## config.mk

```make
export PLATFORM = sky130hd
export DESIGN_NAME = inst_fetch_ctrl
export DESIGN_NICKNAME = d
export VERILOG_FILES = /design/src/rtl/inst_fetch_ctrl.sv
export SDC_FILE = /design/constraint.sdc
export NUM_CORES = 1
export LEC_CHECK = 0
export ABC_AREA = 1
export CAP_MARGIN = 20
export CORE_MARGIN = 3
export CORE_UTILIZATION = 47
export CTS_BUF_LIST = sky130_fd_sc_hd__clkbuf_2 sky130_fd_sc_hd__clkbuf_4 sky130_fd_sc_hd__clkbuf_8
export DETAILED_ROUTE_END_ITERATION = 10
export GPL_TIMING_DRIVEN = 0
export HOLD_SLACK_MARGIN = 0.02
export PLACE_DENSITY = 0.93
export SKIP_CTS_REPAIR_TIMING = 1
export SLEW_MARGIN = 20
export SYNTH_ARGS = -nofsm -noshare
export SYNTH_HDL_FRONTEND = slang
export SYNTH_SLANG_ARGS = --single-unit
```

## constraint.sdc

```tcl
create_clock -name clk -period 2.25 [get_ports clk]
set_clock_uncertainty 0.05 [all_clocks]
set_input_delay 0.45 -clock clk [delete_from_list [all_inputs] [get_ports clk]]
set_output_delay 0.45 -clock clk [all_outputs]
set_load 0.02 [all_outputs]
```

## src/rtl/inst_fetch_ctrl.sv

```systemverilog
// inst_fetch_ctrl: fetch sequencer for the instruction ROM.
//   Owns the PC, drives the ROM byte address and registers each returned word
//   into a one-entry output stage handshaked (valid/ready) toward decode.
//   Branch/jump redirects flush the stage. A misaligned redirect sets a
//   sticky error. Fetching at or beyond the end of the ROM halts the sequencer.
// Ports:
//   clk, rst_n        clock, async active-low reset
//   start             leave IDLE/HALT, restart at RESET_PC
//   redirect_valid/pc taken branch/jump target (RUN only)
//   imem_pc/rdata     ROM byte address out, combinational word back
//   inst_valid/ready  output stage handshake
//   inst_out/inst_pc  fetched word and the byte address it came from
//   halted            sequencer is in HALT
//   align_err         sticky misaligned-redirect flag
module inst_fetch_ctrl #(
  parameter logic [31:0] RESET_PC   = 32'h0000_0000,
  parameter int unsigned IMEM_WORDS = 7
) (
  input  logic        clk,
  input  logic        rst_n,
  input  logic        start,
  input  logic        redirect_valid,
  input  logic [31:0] redirect_pc,
  output logic [31:0] imem_pc,
  input  logic [31:0] imem_rdata,
  output logic        inst_valid,
  input  logic        inst_ready,
  output logic [31:0] inst_out,
  output logic [31:0] inst_pc,
  output logic        halted,
  output logic        align_err
);

  typedef enum logic [1:0] {S_IDLE, S_RUN, S_HALT} state_t;

  state_t      state_q, state_d;
  logic [31:0] pc_q, pc_d;
  logic        inst_valid_q, inst_valid_d;
  logic [31:0] inst_out_q, inst_out_d;
  logic [31:0] inst_pc_q, inst_pc_d;
  logic        align_err_q, align_err_d;

  // The stage can take a new word when empty or being drained this cycle.
  logic slot;
  logic end_hit;
  assign slot    = !inst_valid_q || inst_ready;
  assign end_hit = {2'b00, pc_q[31:2]} >= 32'(IMEM_WORDS);

  // State register
  always_ff @(posedge clk or negedge rst_n) begin
    if (!rst_n) state_q <= S_IDLE;
    else        state_q <= state_d;
  end

  // Next-state logic; a redirect beats the end-of-program halt.
  always_comb begin
    state_d = state_q;
    case (state_q)
      S_IDLE, S_HALT: if (start) state_d = S_RUN;
      S_RUN:          if (!redirect_valid && slot && end_hit) state_d = S_HALT;
      default:        state_d = S_IDLE;
    endcase
  end

  // Output / datapath next-state logic
  always_comb begin
    pc_d         = pc_q;
    inst_valid_d = inst_valid_q;
    inst_out_d   = inst_out_q;
    inst_pc_d    = inst_pc_q;
    align_err_d  = align_err_q;
    halted       = (state_q == S_HALT);
    case (state_q)
      S_RUN: begin
        if (redirect_valid) begin
          // Flush: the pending word (if any) is dropped, target fetched next cycle.
          pc_d         = {redirect_pc[31:2], 2'b00};
          inst_valid_d = 1'b0;
          if (redirect_pc[1:0] != 2'b00) align_err_d = 1'b1;
        end else if (slot) begin
          if (end_hit) begin
            // Slot implies the stage is empty or draining now, so it ends empty.
            inst_valid_d = 1'b0;
          end else begin
            inst_out_d   = imem_rdata;
            inst_pc_d    = pc_q;
            inst_valid_d = 1'b1;
            pc_d         = pc_q + 32'd4;
          end
        end
      end
      default: begin
        if (start) begin
          pc_d         = RESET_PC;
          inst_valid_d = 1'b0;
        end else if (inst_ready) begin
          // A word left over from the halting cycle drains normally.
          inst_valid_d = 1'b0;
        end
      end
    endcase
  end

  always_ff @(posedge clk or negedge rst_n) begin
    if (!rst_n) begin
      pc_q         <= RESET_PC;
      inst_valid_q <= 1'b0;
      inst_out_q   <= 32'h0;
      inst_pc_q    <= 32'h0;
      align_err_q  <= 1'b0;
    end else begin
      pc_q         <= pc_d;
      inst_valid_q <= inst_valid_d;
      inst_out_q   <= inst_out_d;
      inst_pc_q    <= inst_pc_d;
      align_err_q  <= align_err_d;
    end
  end

  assign imem_pc    = pc_q;
  assign inst_valid = inst_valid_q;
  assign inst_out   = inst_out_q;
  assign inst_pc    = inst_pc_q;
  assign align_err  = align_err_q;

endmodule
```

# [Word-level counts from Yosys, hierarchy flattened]
# Cells that the tools add are included.
# W data, S select, Z words.
[totals] ff_bits=100 input_bits=69 output_inout_bits=99
[classes] addsub=1 n_lt_le_gt_ge=1 n_eq_ne=6 mux=14 n_bitwise=2 reduce_logical=15
[op_table] op="$mux W32" n=5
[op_table] op="$add A32 B3 Y32 const B" n=1
[op_table] op="$ge A30 B3 Y1 const B" n=1
[op_table] op="$mux W1" n=6
[op_table] op="$ne A3 B3 Y1 const B" n=2
[op_table] op="$reduce_and A3 Y1" n=2
[op_table] op="$mux W2" n=2
[op_table] op="$ne A2 B2 Y1 const B" n=2
[op_table] op="$pmux W2 S2" n=1
[op_table] op="$reduce_and A2 Y1" n=2
[op_table] op="$reduce_and A4 Y1" n=1
[op_table] op="$reduce_bool A2 Y1" n=2
[op_table] op="$reduce_bool A3 Y1" n=1
[op_table] op="$eq A2 B1 Y1 const B" n=1
[op_table] op="$eq A2 B2 Y1 const B" n=1
[op_table] op="$logic_and A1 B1 Y1" n=2
[op_table] op="$logic_not A1 Y1" n=2
[op_table] op="$logic_not A2 Y1" n=1
[op_table] op="$not A1 Y1" n=2
[op_table] op="$reduce_or A2 Y1" n=1
[op_table] op="$logic_or A1 B1 Y1" n=1

# [Logic depth before layout (Yosys ltp)]
[depth] depth_word=6 mapped_depth=11 depth_no_buf=11

# [Least setup slack after synthesis]
# OpenSTA, ideal clock, no wires.
[synth_timing] path_type="reg2reg" from="register pc_q[2] (netlist: imem_pc[2])" to="register inst_pc_q[10] (netlist: inst_pc[10])" arrival_ns=1.664 t_required_ns=2.086 slack_ns=0.423 stages_incl_launch_ff=12 n_path_buf=2 period_less_slack_ns=1.827 path_cell_list="dfrtp_1 -> ha_1 -> nand2_1 -> nand3_1 -> inv_1 -> nand2_1 -> nor2_4 -> nand3_4 -> buf_6 -> buf_6 -> nand2_1 -> inv_1"
[synth_between] elab_chain_len=3
[synth_rtl] element="from (decl)" line="37" source="logic [31:0] pc_q, pc_d;"
[synth_rtl] element="from (signal assigned)" line="112" source="pc_q <= pc_d;"
[synth_rtl] element="$ge A30 B3 Y1" line="47" source="assign end_hit = {2'b00, pc_q[31:2]} >= 32'(IMEM_WORDS);"
[synth_rtl] element="$not A1 Y1 (no source line)"
[synth_rtl] element="$reduce_and A4 Y1 (no source line)"
[synth_rtl] element="to (signal assigned)" line="115" source="inst_pc_q <= inst_pc_d;"
[synth_rtl] element="to (decl)" line="40" source="logic [31:0] inst_pc_q, inst_pc_d;"
# No other way between the ends.
# A chain may end at the register's enable or synchronous reset.

# [Worst setup path after layout]
[layout_timing] from="register pc_q[4] (netlist: imem_pc[4])" to="output port imem_pc[4]"
[layout_rtl] element="to (decl)" line="24" source="output logic [31:0] imem_pc,"
# No word-level cell between the ends.

==> metrics.txt <==
# TYPE chip_impl_metric gauge
chip_impl_info{name="most_used_standard_cell_by_instance_count_after_synthesis",value="nand2_1"} 1
chip_impl_metric{name="max-cap-violations",unit=""} 0
chip_impl_metric{name="post_layout_nonfiller_instances",unit=""} 989
chip_impl_metric{name="clock_sinks",unit=""} 96
chip_impl_metric{name="io_pins",unit=""} 168
chip_impl_info{name="synth.top_cells.by_count",value="nand2_1, dfrtp_1, inv_1"} 1
chip_impl_metric{name="synth_enable_flop_cells",unit=""} 0
chip_impl_metric{name="std_cell_rows",unit=""} 36
chip_impl_metric{name="cp_slowest_stage_delay",unit="ns"} 0.71
chip_impl_metric{name="cts_max_path_buffers",unit=""} 2
chip_impl_metric{name="maxSlewHeadroom",unit="%"} 57.5
chip_impl_metric{name="synth-async-reset-ratio",unit="%"} 100
chip_impl_metric{name="power",unit="mW"} 7.05
chip_impl_metric{name="num-nets-final",unit=""} 921
chip_impl_metric{name="post_route_cells_drive_above_1_share",unit="%"} 6.89
chip_impl_metric{name="number_of_antenna_repair_diodes",unit=""} 0
chip_impl_metric{name="hpwl",unit="mm"} 11.3
chip_impl_metric{name="post_synth_num_cell_types",unit=""} 23
chip_impl_metric{name="final_core_utilization",unit="%"} 69.9
chip_impl_metric{name="avgSynthCellArea",unit="sq um"} 7.30
chip_impl_info{name="hp-class",value="flip-flop to flip-flop"} 1
chip_impl_metric{name="holdWs",unit="ns"} 0.429
chip_impl_metric{name="finalHoldViolations",unit=""} 0
chip_impl_metric{name="timing.critical_path.fanout_max",unit=""} 8
chip_impl_metric{name="chipWidth",unit="um"} 108
chip_impl_metric{name="synth_seq_cells",unit=""} 96
chip_impl_info{name="clock_tree.root_cell",value="clkbuf_8"} 1
chip_impl_metric{name="port_bufs",unit=""} 163
chip_impl_metric{name="final_max_slew_viol_count",unit=""} 0
chip_impl_metric{name="htreeDepth",unit=""} 3
chip_impl_info{name="worstSetupPathType",value="flip-flop to output port"} 1
chip_impl_metric{name="ff2ff_setup_slack",unit="ns"} 0.17
chip_impl_metric{name="setup_total_negative_slack",unit="ns"} 0
chip_impl_info{name="tritoncts_clock_tree",value="built"} 1
chip_impl_metric{name="finalInstanceArea",unit="sq mm"} 0.00695
chip_impl_metric{name="antenna_found_initial",unit=""} 0
chip_impl_info{name="crit_path_end_kind",value="output port"} 1
chip_impl_metric{name="finalSetupViolCount",unit=""} 0
chip_impl_metric{name="detail_route.vias_per_cell",unit=""} 4.99
chip_impl_info{name="cp_cell_sequence",value="clkdlybuf4s50_1"} 1
chip_impl_metric{name="syn-instance-count",unit=""} 672
chip_impl_metric{name="timing.fmax",unit="MHz"} 472
chip_impl_info{name="grt_setup_unrepaired",value="false"} 1
chip_impl_metric{name="synth_area",unit="sq mm"} 0.00491
chip_impl_metric{name="cp_data_required_time",unit="ns"} 1.75
chip_impl_metric{name="postRouteAntennaNets",unit=""} 0
chip_impl_metric{name="floorplan.die.height",unit="um"} 108
chip_impl_info{name="synth.area.top_cells",value="dfrtp_1, nand2_1, nand3_1, inv_1, nor2_1"} 1
chip_impl_metric{name="first_global_vias",unit=""} 4877
chip_impl_metric{name="first_pass_grt_wire_length",unit="mm"} 23.5
chip_impl_info{name="synth_ff_type",value="dfrtp_1"} 1
chip_impl_metric{name="drt_drc_violations_left",unit=""} 0
chip_impl_metric{name="final-seq-area",unit="sq mm"} 0.00240
chip_impl_metric{name="number_of_drc_markers_in_iteration_0",unit=""} 477
chip_impl_info{name="worst_setup_path_start_kind",value="flip-flop"} 1
chip_impl_metric{name="number_of_cts_inserted_buffers",unit=""} 9
chip_impl_metric{name="dp_worst_setup_slack",unit="ns"} -0.0216
chip_impl_metric{name="largest_net_degree_at_the_start_of_global_routing",unit=""} 58
chip_impl_metric{name="finalWorstPathRequiredPeriod",unit="ns"} 2.12
chip_impl_metric{name="gr-total-overflow",unit=""} 0
chip_impl_metric{name="seq_area_frac_synth",unit="%"} 49.0
chip_impl_metric{name="drt_pre_antenna_iters",unit=""} 5
chip_impl_metric{name="static-leakage-power",unit="nW"} 3.40
chip_impl_metric{name="peakVddDrop",unit="mV"} 0.578
chip_impl_metric{name="route.detailed.wl_per_inst",unit="um"} 14.9
chip_impl_metric{name="dieArea",unit="sq mm"} 0.0117
chip_impl_metric{name="detailroute.via_count",unit=""} 4935
chip_impl_info{name="slowest_cp_cell",value="clkdlybuf4s50_1"} 1
chip_impl_metric{name="postRouteWirelength",unit="mm"} 14.7
chip_impl_metric{name="place.detailed.instances",unit=""} 972
chip_impl_metric{name="detailed_place.area",unit="sq mm"} 0.00675
chip_impl_metric{name="synth_warnings",unit=""} 0
chip_impl_metric{name="core",unit="sq mm"} 0.00995
chip_impl_metric{name="synth_top_area_share",unit="%"} 49.0
chip_impl_info{name="run_status",value="complete, no violations"} 1
chip_impl_metric{name="post-route-period-util",unit="%"} 94.1
chip_impl_info{name="gate_family_responsible_for_the_most_delay_along_the_worst_path",value="buffers and inverters"} 1
chip_impl_metric{name="initial_core_util",unit="%"} 49.3
chip_impl_metric{name="multi_input_area",unit="sq mm"} 0.00200
chip_impl_metric{name="layout-area-overhead-vs-synth",unit="%"} 41.7
chip_impl_metric{name="n_fill_cell",unit=""} 817
chip_impl_metric{name="grtUsageTotal",unit="%"} 25.5
chip_impl_metric{name="routability_congestion_estimate_from_global_placement",unit=""} 0.951
chip_impl_metric{name="worst-endpoint-arrival",unit="ns"} 1.62
chip_impl_metric{name="worstSkewPairLatency",unit="ns"} 0.37
chip_impl_metric{name="worst_slack",unit="ns"} 0.132
chip_impl_metric{name="power.density",unit="mW/mm^2"} 1010
chip_impl_metric{name="cp_num_buf_inv",unit=""} 1
chip_impl_metric{name="cts.clk_slew.worst_paths",unit="ns"} 0.11
chip_impl_metric{name="worst-slew-pin-transition",unit="ns"} 0.638
chip_impl_info{name="synth_top_cell_by_area",value="dfrtp_1"} 1
[metal layers]
layer  up-vias  GRT usage [%]  wire, um
li1       2420              -         -
met1      2256           31.3      5880
met2       237           44.9      7120
met3        22           5.97      1450
met4         0           7.30       255
met5         -              0         0
[sequential cells by signal, summed over array words and instances (netlist names)]
signal / cells
inst_out: 32
imem_pc: 30
inst_pc: 30
state_q: 2
align_err: 1
inst_valid: 1
[worst paths after layout]
path,startpoint,end,cells after the start
hold reg to reg,align_err,align_err,2
hold / removal,align_err,align_err,2
setup reg to reg,imem_pc[2],inst_out[12],9
setup / recovery,imem_pc[4],imem_pc[4],1
max in group asynchronous,rst_n,inst_out[12],3
min in group asynchronous,rst_n,inst_pc[26],2
[cell type report]
cell class | instances | area share (%)
Multi-Input combinational cell | 457 | 28.8
Clock inverter | 6 | 0.828
Inverter | 96 | 5.18
Clock buffer | 10 | 1.98
Buffer | 26 | 2.28
Timing Repair Buffer | 165 | 24.0
Tap cell | 133 | 2.39
Sequential cell | 96 | 34.5
[logic make-up after synthesis]
family,synth area share [%]
and+or+nand+nor,34.3
adders and majority gates,0.255
DFF,49.0
buffers and inverters,10.6
other,0.0764
AOI/OAI and AO/OA,5.89
[cells in the final DEF (no fill, tap or decap), types with 2 or more instances in the layout]
cell type / instances
buf_2: 6
buf_4: 6
buf_6: 5
clkbuf_1: 9
clkbuf_8: 10
clkdlybuf4s50_1: 162
clkinv_4: 2
conb_1: 4
dfrtp_1: 96
inv_1: 95
inv_6: 2
inv_8: 2
nand2_1: 230
nand3_1: 82
nand4_1: 4
nor2_1: 66
nor2_2: 2
o21ai_0: 39
o21ai_1: 2
o21ai_2: 4
o21bai_1: 3
or2_2: 15
[report_power, final]
group          internal (mW)  switching, mW
Sequential              2.19          0.593
Combinational           1.39           1.75
Clock                  0.460          0.658
Power figures use the tool's default switching activity.
